### config.mk
export PLATFORM = sky130hd
export DESIGN_NAME = fire_dispatch_flat
export DESIGN_NICKNAME = d
export VERILOG_FILES = /design/src/rtl/fire_pkg.sv /design/src/rtl/fire_dispatch_if.sv /design/src/rtl/fire_dispatch_edge_walker.sv /design/src/rtl/fire_dispatch.sv /design/src/flat_wrapper.sv
export SDC_FILE = /design/constraint.sdc
export NUM_CORES = 1
export LEC_CHECK = 0
export BUFFER_PORTS_ARGS = -buffer_cell sky130_fd_sc_hd__buf_2
export CAP_MARGIN = 20
export CORE_AREA = 5 5 79 59
export DETAILED_ROUTE_END_ITERATION = 10
export DIE_AREA = 0 0 84 64
export GPL_TIMING_DRIVEN = 0
export PLACE_DENSITY = 0.64
export RECOVER_POWER = 50
export SYNTH_ARGS = -nofsm -noshare
export SYNTH_HDL_FRONTEND = slang
export SYNTH_SLANG_ARGS = --single-unit
### constraint.sdc
create_clock -name clk -period 2.6 [get_ports clk]
set_input_delay 0.26 -clock clk [delete_from_list [all_inputs] [get_ports clk]]
set_output_delay 0.26 -clock clk [all_outputs]
set_load 0.1 [all_outputs]
### src/rtl/fire_pkg.sv
// Shared definitions for the fire_fifo / fire_dispatch spike path: default widths and the
// dispatch FSM state encoding.
package fire_pkg;

  localparam int unsigned DEF_TAG_W    = 4;
  localparam int unsigned DEF_EDGE_AW  = 6;
  localparam int unsigned DEF_CNT_W    = 4;
  localparam int unsigned DEF_WEIGHT_W = 8;

  typedef enum logic [2:0] {
    StIdle     = 3'd0,
    StPtrWait  = 3'd1,
    StEdgeRd   = 3'd2,
    StEdgeWait = 3'd3,
    StOut      = 3'd4
  } dispatch_state_e;

endpackage

### src/rtl/fire_dispatch_if.sv
// Bus bundle around fire_dispatch: FIFO pop side, pointer/edge memory read ports and the
// synaptic event valid/ready channel. master = dispatcher, slave = its environment.
interface fire_dispatch_if
  import fire_pkg::*;
#(
    parameter int unsigned TAG_W    = DEF_TAG_W,
    parameter int unsigned EDGE_AW  = DEF_EDGE_AW,
    parameter int unsigned CNT_W    = DEF_CNT_W,
    parameter int unsigned WEIGHT_W = DEF_WEIGHT_W
);

    logic                fifo_empty;
    logic [TAG_W-1:0]    fifo_tag;
    logic                fifo_deq;

    logic                ptr_rd;
    logic [TAG_W-1:0]    ptr_addr;
    logic [EDGE_AW-1:0]  ptr_start;
    logic [CNT_W-1:0]    ptr_count;

    logic                edge_rd;
    logic [EDGE_AW-1:0]  edge_addr;
    logic [TAG_W-1:0]    edge_dst;
    logic [WEIGHT_W-1:0] edge_weight;

    logic                syn_valid;
    logic                syn_ready;
    logic [TAG_W-1:0]    syn_dst;
    logic [WEIGHT_W-1:0] syn_weight;

    modport master (
        input  fifo_empty, fifo_tag, ptr_start, ptr_count, edge_dst, edge_weight, syn_ready,
        output fifo_deq, ptr_rd, ptr_addr, edge_rd, edge_addr, syn_valid, syn_dst, syn_weight
    );

    modport slave (
        output fifo_empty, fifo_tag, ptr_start, ptr_count, edge_dst, edge_weight, syn_ready,
        input  fifo_deq, ptr_rd, ptr_addr, edge_rd, edge_addr, syn_valid, syn_dst, syn_weight
    );

endinterface

### src/rtl/fire_dispatch_edge_walker.sv
// Row walker for fire_dispatch: edge address counter (wraps mod 2^EDGE_AW) and remaining-edge
// counter, loaded from the row descriptor and stepped once per consumed edge.
module edge_walker
  import fire_pkg::*;
#(
    parameter int unsigned EDGE_AW = DEF_EDGE_AW,
    parameter int unsigned CNT_W   = DEF_CNT_W
) (
    input  logic               clk,
    input  logic               asyn_reset,
    input  logic               load,
    input  logic               step,
    input  logic [EDGE_AW-1:0] load_start,
    input  logic [CNT_W-1:0]   load_count,
    output logic [EDGE_AW-1:0] addr,
    output logic               last
);

    logic [EDGE_AW-1:0] addr_q;
    logic [CNT_W-1:0]   rem_q;

    always_ff @(posedge clk or negedge asyn_reset) begin
        if (!asyn_reset) begin
            addr_q <= '0;
            rem_q  <= '0;
        end else if (load) begin
            addr_q <= load_start;
            rem_q  <= load_count;
        end else if (step) begin
            addr_q <= addr_q + EDGE_AW'(1);
            rem_q  <= rem_q - CNT_W'(1);
        end
    end

    assign addr = addr_q;
    assign last = (rem_q == CNT_W'(1));

endmodule

### src/rtl/fire_dispatch.sv
// Fan-out stage after fire_fifo: pops a fired tag, reads its row descriptor, then walks the row
// emitting one (dst, weight) event per edge. Define FIRE_DISPATCH_SKIP_ZERO_EN to drop w=0 edges.
module fire_dispatch
  import fire_pkg::*;
#(
    parameter int unsigned TAG_W    = DEF_TAG_W,
    parameter int unsigned EDGE_AW  = DEF_EDGE_AW,
    parameter int unsigned CNT_W    = DEF_CNT_W,
    parameter int unsigned WEIGHT_W = DEF_WEIGHT_W
) (
    input  logic            clk,
    input  logic            asyn_reset,
    fire_dispatch_if.master bus,
    output logic            busy,
    output logic            spike_done
);

    dispatch_state_e     state_q, state_d;
    logic [TAG_W-1:0]    tag_q;
    logic [TAG_W-1:0]    dst_q;
    logic [WEIGHT_W-1:0] weight_q;
    logic                done_q, done_d;

    logic                pop;
    logic                issue_rd;
    logic                walk_load;
    logic                walk_step;
    logic                walk_last;
    logic                capture;
    logic [EDGE_AW-1:0]  walk_addr;

    edge_walker #(
        .EDGE_AW (EDGE_AW),
        .CNT_W   (CNT_W)
    ) u_walker (
        .clk        (clk),
        .asyn_reset (asyn_reset),
        .load       (walk_load),
        .step       (walk_step),
        .load_start (bus.ptr_start),
        .load_count (bus.ptr_count),
        .addr       (walk_addr),
        .last       (walk_last)
    );

    always_comb begin
        state_d   = state_q;
        pop       = 1'b0;
        issue_rd  = 1'b0;
        walk_load = 1'b0;
        walk_step = 1'b0;
        capture   = 1'b0;
        done_d    = 1'b0;
        unique case (state_q)
            StIdle: begin
                // Gated by reset so the pop strobe stays low while reset is held.
                if (!bus.fifo_empty && asyn_reset) begin
                    pop     = 1'b1;
                    state_d = StPtrWait;
                end
            end
            StPtrWait: begin
                walk_load = 1'b1;
                if (bus.ptr_count == '0) begin
                    done_d  = 1'b1;
                    state_d = StIdle;
                end else begin
                    state_d = StEdgeRd;
                end
            end
            StEdgeRd: begin
                issue_rd = 1'b1;
                state_d  = StEdgeWait;
            end
            StEdgeWait: begin
`ifdef FIRE_DISPATCH_SKIP_ZERO_EN
                if (bus.edge_weight == '0) begin
                    walk_step = 1'b1;
                    if (walk_last) begin
                        done_d  = 1'b1;
                        state_d = StIdle;
                    end else begin
                        state_d = StEdgeRd;
                    end
                end else begin
                    capture = 1'b1;
                    state_d = StOut;
                end
`else
                capture = 1'b1;
                state_d = StOut;
`endif
            end
            StOut: begin
                if (bus.syn_ready) begin
                    walk_step = 1'b1;
                    if (walk_last) begin
                        done_d  = 1'b1;
                        state_d = StIdle;
                    end else begin
                        state_d = StEdgeRd;
                    end
                end
            end
            default: state_d = StIdle;
        endcase
    end

    always_ff @(posedge clk or negedge asyn_reset) begin
        if (!asyn_reset) begin
            state_q  <= StIdle;
            tag_q    <= '0;
            dst_q    <= '0;
            weight_q <= '0;
            done_q   <= 1'b0;
        end else begin
            state_q <= state_d;
            done_q  <= done_d;
            if (pop) begin
                tag_q <= bus.fifo_tag;
            end
            if (capture) begin
                dst_q    <= bus.edge_dst;
                weight_q <= bus.edge_weight;
            end
        end
    end

    assign bus.fifo_deq   = pop;
    assign bus.ptr_rd     = pop;
    // The active row's tag stays on the pointer address bus between lookups.
    assign bus.ptr_addr   = pop ? bus.fifo_tag : tag_q;
    assign bus.edge_rd    = issue_rd;
    assign bus.edge_addr  = walk_addr;
    assign bus.syn_valid  = (state_q == StOut);
    assign bus.syn_dst    = dst_q;
    assign bus.syn_weight = weight_q;

    assign busy       = (state_q != StIdle);
    assign spike_done = done_q;

endmodule

### src/flat_wrapper.sv
// flat-port wrapper written by rule: the top's interface ports become plain ports
module fire_dispatch_flat import fire_pkg::*;
#(
    parameter int unsigned TAG_W    = DEF_TAG_W,
    parameter int unsigned EDGE_AW  = DEF_EDGE_AW,
    parameter int unsigned CNT_W    = DEF_CNT_W,
    parameter int unsigned WEIGHT_W = DEF_WEIGHT_W
)
  (clk, asyn_reset, busy, spike_done, bus_fifo_empty, bus_fifo_tag, bus_ptr_start, bus_ptr_count, bus_edge_dst, bus_edge_weight, bus_syn_ready, bus_fifo_deq, bus_ptr_rd, bus_ptr_addr, bus_edge_rd, bus_edge_addr, bus_syn_valid, bus_syn_dst, bus_syn_weight);
  fire_dispatch_if #(.TAG_W(TAG_W), .EDGE_AW(EDGE_AW), .CNT_W(CNT_W), .WEIGHT_W(WEIGHT_W)) bus_i ();
  input  logic clk;
  input  logic asyn_reset;
  output logic busy;
  output logic spike_done;
  input wire logic [$bits(bus_i.fifo_empty)-1:0] bus_fifo_empty;
  input wire logic [$bits(bus_i.fifo_tag)-1:0] bus_fifo_tag;
  input wire logic [$bits(bus_i.ptr_start)-1:0] bus_ptr_start;
  input wire logic [$bits(bus_i.ptr_count)-1:0] bus_ptr_count;
  input wire logic [$bits(bus_i.edge_dst)-1:0] bus_edge_dst;
  input wire logic [$bits(bus_i.edge_weight)-1:0] bus_edge_weight;
  input wire logic [$bits(bus_i.syn_ready)-1:0] bus_syn_ready;
  output wire logic [$bits(bus_i.fifo_deq)-1:0] bus_fifo_deq;
  output wire logic [$bits(bus_i.ptr_rd)-1:0] bus_ptr_rd;
  output wire logic [$bits(bus_i.ptr_addr)-1:0] bus_ptr_addr;
  output wire logic [$bits(bus_i.edge_rd)-1:0] bus_edge_rd;
  output wire logic [$bits(bus_i.edge_addr)-1:0] bus_edge_addr;
  output wire logic [$bits(bus_i.syn_valid)-1:0] bus_syn_valid;
  output wire logic [$bits(bus_i.syn_dst)-1:0] bus_syn_dst;
  output wire logic [$bits(bus_i.syn_weight)-1:0] bus_syn_weight;
  assign bus_i.fifo_empty = bus_fifo_empty;
  assign bus_i.fifo_tag = bus_fifo_tag;
  assign bus_i.ptr_start = bus_ptr_start;
  assign bus_i.ptr_count = bus_ptr_count;
  assign bus_i.edge_dst = bus_edge_dst;
  assign bus_i.edge_weight = bus_edge_weight;
  assign bus_i.syn_ready = bus_syn_ready;
  assign bus_fifo_deq = bus_i.fifo_deq;
  assign bus_ptr_rd = bus_i.ptr_rd;
  assign bus_ptr_addr = bus_i.ptr_addr;
  assign bus_edge_rd = bus_i.edge_rd;
  assign bus_edge_addr = bus_i.edge_addr;
  assign bus_syn_valid = bus_i.syn_valid;
  assign bus_syn_dst = bus_i.syn_dst;
  assign bus_syn_weight = bus_i.syn_weight;
  fire_dispatch #(.TAG_W(TAG_W), .EDGE_AW(EDGE_AW), .CNT_W(CNT_W), .WEIGHT_W(WEIGHT_W)) u_core (.clk(clk), .asyn_reset(asyn_reset), .bus(bus_i), .busy(busy), .spike_done(spike_done));
endmodule
### After elaboration in Yosys (flattened, before gate mapping)

Cells that the tools add are included.

* logic and storage cells: 44
* output and inout port bits: 28
* bits in registers: 30
* input bits: 30

* equality and inequality tests: 7
* add/sub/neg operators: 2
* reductions and logical operators: 7
* muxes and demuxes: 21

Operator list (count)
* $pmux W3 S5: 1
* $mux W4: 3
* $mux W6: 2
* $mux W1: 10
* $add A6 B1 Y6 const B: 1
* $eq A3 B2 Y1 const B: 2
* $mux W3: 2
* $eq A4 B1 Y1 const B: 1
* $logic_not A4 Y1: 1
* $mux W2: 2
* $sub A4 B1 Y4 const B: 1
* $eq A3 B1 Y1 const B: 1
* $eq A3 B3 Y1 const B: 1
* $logic_not A3 Y1: 1
* $reduce_bool A3 Y1: 1
* $ne A2 B1 Y1 const B: 1
* $ne A2 B2 Y1 const B: 1
* $pmux W1 S2: 1
* $reduce_and A2 Y1: 1
* $reduce_bool A2 Y1: 1
* $logic_and A1 B1 Y1: 1
* $logic_not A1 Y1: 1

### Longest topological paths before layout

Gate-level depths: netlist of the first run.

* depth in word-level cells: 5
* depth in mapped cells: 6
* gate-level depth less buffers: 5

### Hierarchy

A second synthesis of the first run with hierarchy kept.

* cells, all modules: 113
* area, all modules: 1406.3 sq um

By module, submodules not included
* fire_dispatch: area an instance 842.1 sq um, instances 1, cells an instance 57
* edge_walker: area an instance 564.3 sq um, instances 1, cells an instance 56

### Least setup slack after synthesis of the first run

No wires, ideal clock.

* path kind: flip-flop to flip-flop
* start: reg u_core.state_q[1]
* end: reg u_core.state_q[1]
* arrival: 3.003 ns
* path buffers: 1
* setup time: 0.073 ns
* path slack: -0.477 ns
* stages on the path, launching flop included: 5
* period minus slack after synthesis: 3.077 ns
* path through: dfrtp_1 buf_2 inv_1 nor3_1 o22a_1

* longest elaborated chain between the ends: 3
* elaborated cells between the ends (all ways): 9

RTL lines
* start: declaration: RTL line fire_dispatch.sv:18 `dispatch_state_e state_q, state_d;`
* start signal: assignment: RTL line fire_dispatch.sv:111 `state_q <= StIdle;`
* start signal: assignment: RTL line fire_dispatch.sv:117 `state_q <= state_d;`
* $eq A3 B3 Y1 or $logic_not A3 Y1 (tied branches): RTL line fire_dispatch.sv:54 `unique case (state_q)`
* $ne A2 B2 Y1 (no source line) or $ne A2 B1 Y1 (tied branches)
* $reduce_and A2 Y1 (no source line)

Parallel ways exist; a longest one is shown, timed or not.
A chain may end at the register's enable or synchronous reset.

### Final worst setup path of the first run

* start: reg u_core.state_q[1]
* end: out bus_ptr_addr[2]

* longest elaborated chain between the ends: 3

RTL lines
* $logic_not A3 Y1: RTL line fire_dispatch.sv:54
* $mux W1: RTL line fire_dispatch.sv:54
* $mux W4: RTL line fire_dispatch.sv:132 `assign bus.ptr_addr = pop ? bus.fifo_tag : tag_q;`
* end: declaration: RTL line flat_wrapper.sv:24 `output wire logic [$bits(bus_i.ptr_addr)-1:0] bus_ptr_addr;`

No other way between the ends.

==> results of run 1 <==
through the flow:
stage                     std cells  hold WS [ps]  instance area, um^2  setup WS [ps]  utilization
after floorplan                 123         -35.6                 1460            182            -
final                           240          12.0                 1900            189        0.498
after global placement          232           325                 1810            326        0.477
after detailed placement        232           329                 1810            323        0.477
after CTS                       240          32.8                 1910            172        0.502
after global routing            240          71.9                 1900            108        0.498
critical path: stages, from the launching register on:
cell,delay [ps]
dfrtp_1,350
buf_2,160
or3_4,370
or2_1,240
buf_6,140
mux2_4,190
buf_2,420
cell type report:
class	instances	area, um^2
flip-flops and latches	30	751
multi-input cells	79	636
clock buffers	6	82.6
well taps	52	65.1
plain buffers	9	57.6
inverters	5	18.8
repair buffers	57	273
fillers	357	1910
clock inverters	2	12.5
flip-flops by register name (all words and copies together) (netlist names):
name,cells
u_core.bus.syn_dst,4
u_core.bus.syn_weight,8
u_core.spike_done,1
u_core.state_q,3
u_core.tag_q,4
u_core.u_walker.addr,6
u_core.u_walker.rem_q,4
cells by family after synthesis:
family / count (synthesis) / synth area share
adder cells (fa/ha/maj): 3 / 0.0258
multiplexers: 19 / 0.155
AO/OA/AOI/OAI: 18 / 0.0893
flip-flops: 30 / 0.515
buffers and inverters: 14 / 0.0524
AND/OR/NAND/NOR: 39 / 0.162
worst paths after layout:
kind | startpoint | endpoint
worst max-delay path | u_core.state_q[1] | bus_ptr_addr[2]
worst min-delay path | asyn_reset | u_core.state_q[2]
worst max register to register | u_core.state_q[1] | u_core.tag_q[0]
worst min register to register | u_core.tag_q[0] | u_core.tag_q[0]
max in group asynchronous | asyn_reset | u_core.u_walker.rem_q[3]
min in group clk | bus_edge_weight[1] | u_core.bus.syn_weight[1]
cells in the final DEF, fill, tap and decap left out, drive strengths merged, types with 2 or more instances in the layout:
| master | n |
|---|---|
| nand3 | 5 |
| o21ai | 3 |
| nand2b | 2 |
| nand2 | 5 |
| dfrtp | 30 |
| mux2i | 2 |
| a31oi | 4 |
| mux2 | 17 |
| or3b | 2 |
| buf | 54 |
| nor2 | 7 |
| a221o | 2 |
| ha | 3 |
| nor3b | 4 |
| clkbuf | 18 |
| or3 | 3 |
| nor3 | 4 |
| inv | 5 |
| a211oi | 3 |
cell usage after synthesis:
cell type,count
o21ai_0,3
dfrtp_1,30
a211oi_1,3
inv_1,4
nor3b_2,1
a22o_1,1
and4bb_1,1
nand4_1,1
ha_1,3
inv_2,1
a221o_1,2
mux2_4,4
mux2_1,10
mux2_2,3
nand3b_1,1
o22ai_1,1
mux2i_1,2
or2_1,1
a31oi_1,4
nor3_1,4
nor3b_1,3
or3_1,2
buf_4,1
nand2b_1,2
o221a_2,1
nand2_1,5
or3_4,1
o211ai_1,1
or4_1,1
a21oi_1,1
buf_2,4
clkbuf_1,2
nand3_1,5
or3b_1,2
nor2_1,7
nor4_1,1
buf_6,2
o22a_1,1
nand4bb_1,1
layer usage:
metal  track usage  up-vias  share of wire
li1              -      575              -
met4        0.0542        0          0.013
met3        0.0616        7           0.11
met5             0        -              0
met2         0.186       57           0.41
met1         0.157      559           0.47
==> out/results.tsv, run 1 <==
metric	value	unit
outcome	finished, final reports clean	
cts_hold_buf	0	
rows	19	
fp.dieH	64	um
ys_ff_latch	30	
yosysSeqAreaShare	0.515	
crit_fanout	9	
numCtsBuffers	5	
syn2layout_area_growth	30.0	%
vias	1198	
synth_cell_types	39	
antenna_found_initial	0	
yosysWarnings	0	
avgRoutedWirePerCell	13.6	um
clkSinkCount	30	
clk_pin_slew	70	ps
fin_crit_sh	0.927	
worstRegToRegCells	5	
rsz0062_at_grt	no	
worstPathArrival	2150	ps
die_w	84	um
required	2340	ps
num-nets-final	220	
routed_wl	3270	um
die_area	0.00538	mm^2
finClkSkew	5.27	ps
drtIter0Drc	34	
syn_inst	123	
slew_headroom	0.221	
path_class	register to output pin	
drv_slew	0	
layout_min_cycle_time	2410	ps
ant_nets	0	
r2r_setup_slack	930	ps
start_util	0.383	
tritoncts	built	
core_area	0.00380	mm^2
hold_violations	0	
synth.largest_area_cell	dfrtp_1	
diodes	0	
cts_max_level	2	
vias_per_cell	4.99	
totalNegativeSetupSlack	0	ps
drc	0	
hold_class	input pin to async pin	
cts_root_buf	clkbuf_8	
finalWeightedCongestion	0.817	
max_cap_viol_count	0	
syn_avg_cell_area	11.9	um^2
worstSkewPairLatency	280	ps
grt_max_degree	32	
synth_top_area_share	0.515	
critical_path.startpoint_type	register	
synthTopCellsByArea	dfrtp_1 (52%), mux2_1 (7.7%), mux2_4 (4.1%)	
grt_pass1_vias	1210	
grt_pass1_wl	5380	um
io_buffers	57	
num_io_pins	58	
end_kind	output pin	
drive_gt1_frac	0.394	
synth_nets	156	
hpwl	2500	um
setup_viol	0	
timing.fmax	415	MHz
overflow	0	
synth_area	0.00146	mm^2
clk_path_buf_depth	2	
drtPass1Iterations	4	
worstMarginPinSlew	1170	ps
cts_resized	0	
postCtsSetupBuffers	0	
grtUsageTotal	0.126	
Power of run 1 is left out: the tool's default activity adds up to more than one toggle a clock period on the data nets, which glitch-free logic cannot reach.
==> run 2, diff against run 1 <==
==> constraint.sdc (replaced) <==
create_clock -name clk -period 2.6 [get_ports clk]
set_input_delay 0.52 -clock clk [delete_from_list [all_inputs] [get_ports clk]]
set_output_delay 0.52 -clock clk [all_outputs]
set_load 0.1 [all_outputs]
==> out/results.tsv, run 2 (same netlist as run 1, synthesis figures left out) <==
metric	value	unit	change
crit_fanout	5		-4
num-nets-final	221		+0.45%
r2r_setup_slack	890	ps	-40 ps
fp.dieH	64	um	unchanged
cts_root_buf	clkbuf_8		
reg2reg_to	u_core.u_walker.addr[4]		
avgRoutedWirePerCell	14.6	um	+6.9%
met1_usage	0.167		+0.0102
grtUsageTotal	0.145		+0.0191
finish.utilization	0.529		+0.0306
path_class	register to output pin		
grt_util_met3	0.0745		+0.0128
drc	0		unchanged
drv_slew	0		unchanged
layout_common_cells	buf_2 (50), dfrtp_1 (28), mux2_1 (10)		
worstSkewPairLatency	280	ps	about the same
grt_pass1_wl	6180	um	+15%
outcome	finished, final reports clean		
diodes	0		unchanged
io_buffers	57		unchanged
hold_violations	0		unchanged
clk_pin_slew	60	ps	about the same
hold_class	input pin to async pin		
worstPathArrival	2010	ps	-140 ps
overflow	0		unchanged
crit_path_top_delay_cell	dfrtp_1		
fillers	358		+0.28%
drtIter0Drc	29		-15%
routed_wl	3520	um	+7.4%
setup_viol	0		unchanged
path_cells	buf_6, or3_4, or2_1, buf_6, mux2_4, buf_8		
grt_use_met2	0.230		+0.0446
worstRegToRegCells	6		+1
critical_path.startpoint_type	register		
core_area	0.00380	mm^2	unchanged
numCtsBuffers	5		unchanged
worstMarginPinSlew	1160	ps	-10.5 ps
drtPass1Iterations	4		unchanged
grt_pass1_vias	1346		+11%
grt_busiest_layer	met2		
cpPeakStageDelay	370	ps	-50 ps
max_cap_viol_count	0		unchanged
syn2layout_area_growth	38.0	%	
vias_per_cell	4.99		about the same
largest_reg_flops	8		unchanged
cp_common_cell	buf_6		
totalNegativeSetupSlack	0	ps	unchanged
mostFrequentLayoutCell	buf_2		
ant_nets	0		unchanged
tritoncts	built		
hpwl	2680	um	+7.1%
start_util	0.383		unchanged
r2r-start	u_core.state_q[0]		
grt_max_degree	32		unchanged
cts_max_level	2		unchanged
clk_path_buf_depth	2		unchanged
drive_gt1_frac	0.439		+0.0455
clkSinkCount	30		unchanged
die_w	84	um	unchanged
slew_headroom	0.228		+0.00698
timing.fmax	394	MHz	-4.9%
die_area	0.00538	mm^2	unchanged
vias	1203		+0.42%
required	2080	ps	-260 ps
rows	19		unchanged
fin_crit_sh	0.975		+0.0477
antenna_found_initial	0		unchanged
layout_min_cycle_time	2530	ps	+124 ps
num_io_pins	58		unchanged
end_kind	output pin		
finalWeightedCongestion	0.817		about the same
finClkSkew	4.12	ps	-1.15 ps
-- run 2: changes by cell type in the layout (fill, tap and decap cells not counted), moves of 2 or more --
cell	before	now
dfrtp_2	0	2
buf_8	0	2
clkbuf_1	12	6
dfrtp_1	30	28
buf_4	1	5
bufinv_16	0	2
-- run 2: critical path: cells and delay by family, from the launching register on --
kind                   cells  cell delay [ps]
and+or+nand+nor            2              600
DFF                        1              370
muxes                      1              320
buffers and inverters      3              440
-- run 2: worst max-delay path by stage --
stage / startpoint / to / slack, ps / cells past startpoint
floorplan: u_core.state_q[0] / bus_ptr_rd / 80 / 6
CTS: u_core.state_q[1] / bus_ptr_addr[1] / 3 / 6
global route: u_core.state_q[0] / bus_ptr_addr[1] / -0.5 / 6
detailed placement: asyn_reset / bus_ptr_addr[3] / -240 / 6
finish: u_core.state_q[0] / bus_ptr_addr[1] / 70 / 6
global placement: asyn_reset / bus_ptr_addr[0] / -210 / 6
-- run 2: layout make-up --
type,instances,area [um^2],area share
flip-flops and latches,30,753,0.374
clock inverters,2,60.1,0.0299
multi-input cells,79,636,0.316
repair buffers,60,348,0.173
well taps,52,65.1,0.0323
inverters,5,21.3,0.0106
clock buffers,6,82.6,0.0410
plain buffers,7,46.3,0.0230
-- run 2: layer usage --
metal  vias to the layer above  share of wire  routed length (um)
met2                        55           0.45                1600
met5                         -              0                   0
li1                        576              -                   -
met4                         0         0.0088                  31
met1                       567           0.44                1530
met3                         5           0.10                 353
-- run 2: repair_timing --
item | 4_1_cts | 5_1_grt
hold endpoints to repair | 0 | 0
hold buffers | 0 | 0
buffers inserted | 0 | 3
setup endpoints to repair | 6 | 5
gates resized for setup | 10 | 6
pin swaps | 0 | 1
-- run 2: through the flow --
step | cells | hold WS (ps) | instance area, um^2 | setup slack, ps
global placement | 232 | 469 | 1820 | -210
global route | 241 | 184 | 2010 | -0.516
finish | 241 | 156 | 2010 | 65.1
floorplan | 123 | 224 | 1470 | 76.1
CTS | 240 | 163 | 1990 | 2.78
detailed placement | 232 | 476 | 1820 | -240
Power of run 2 is left out for the same reason.
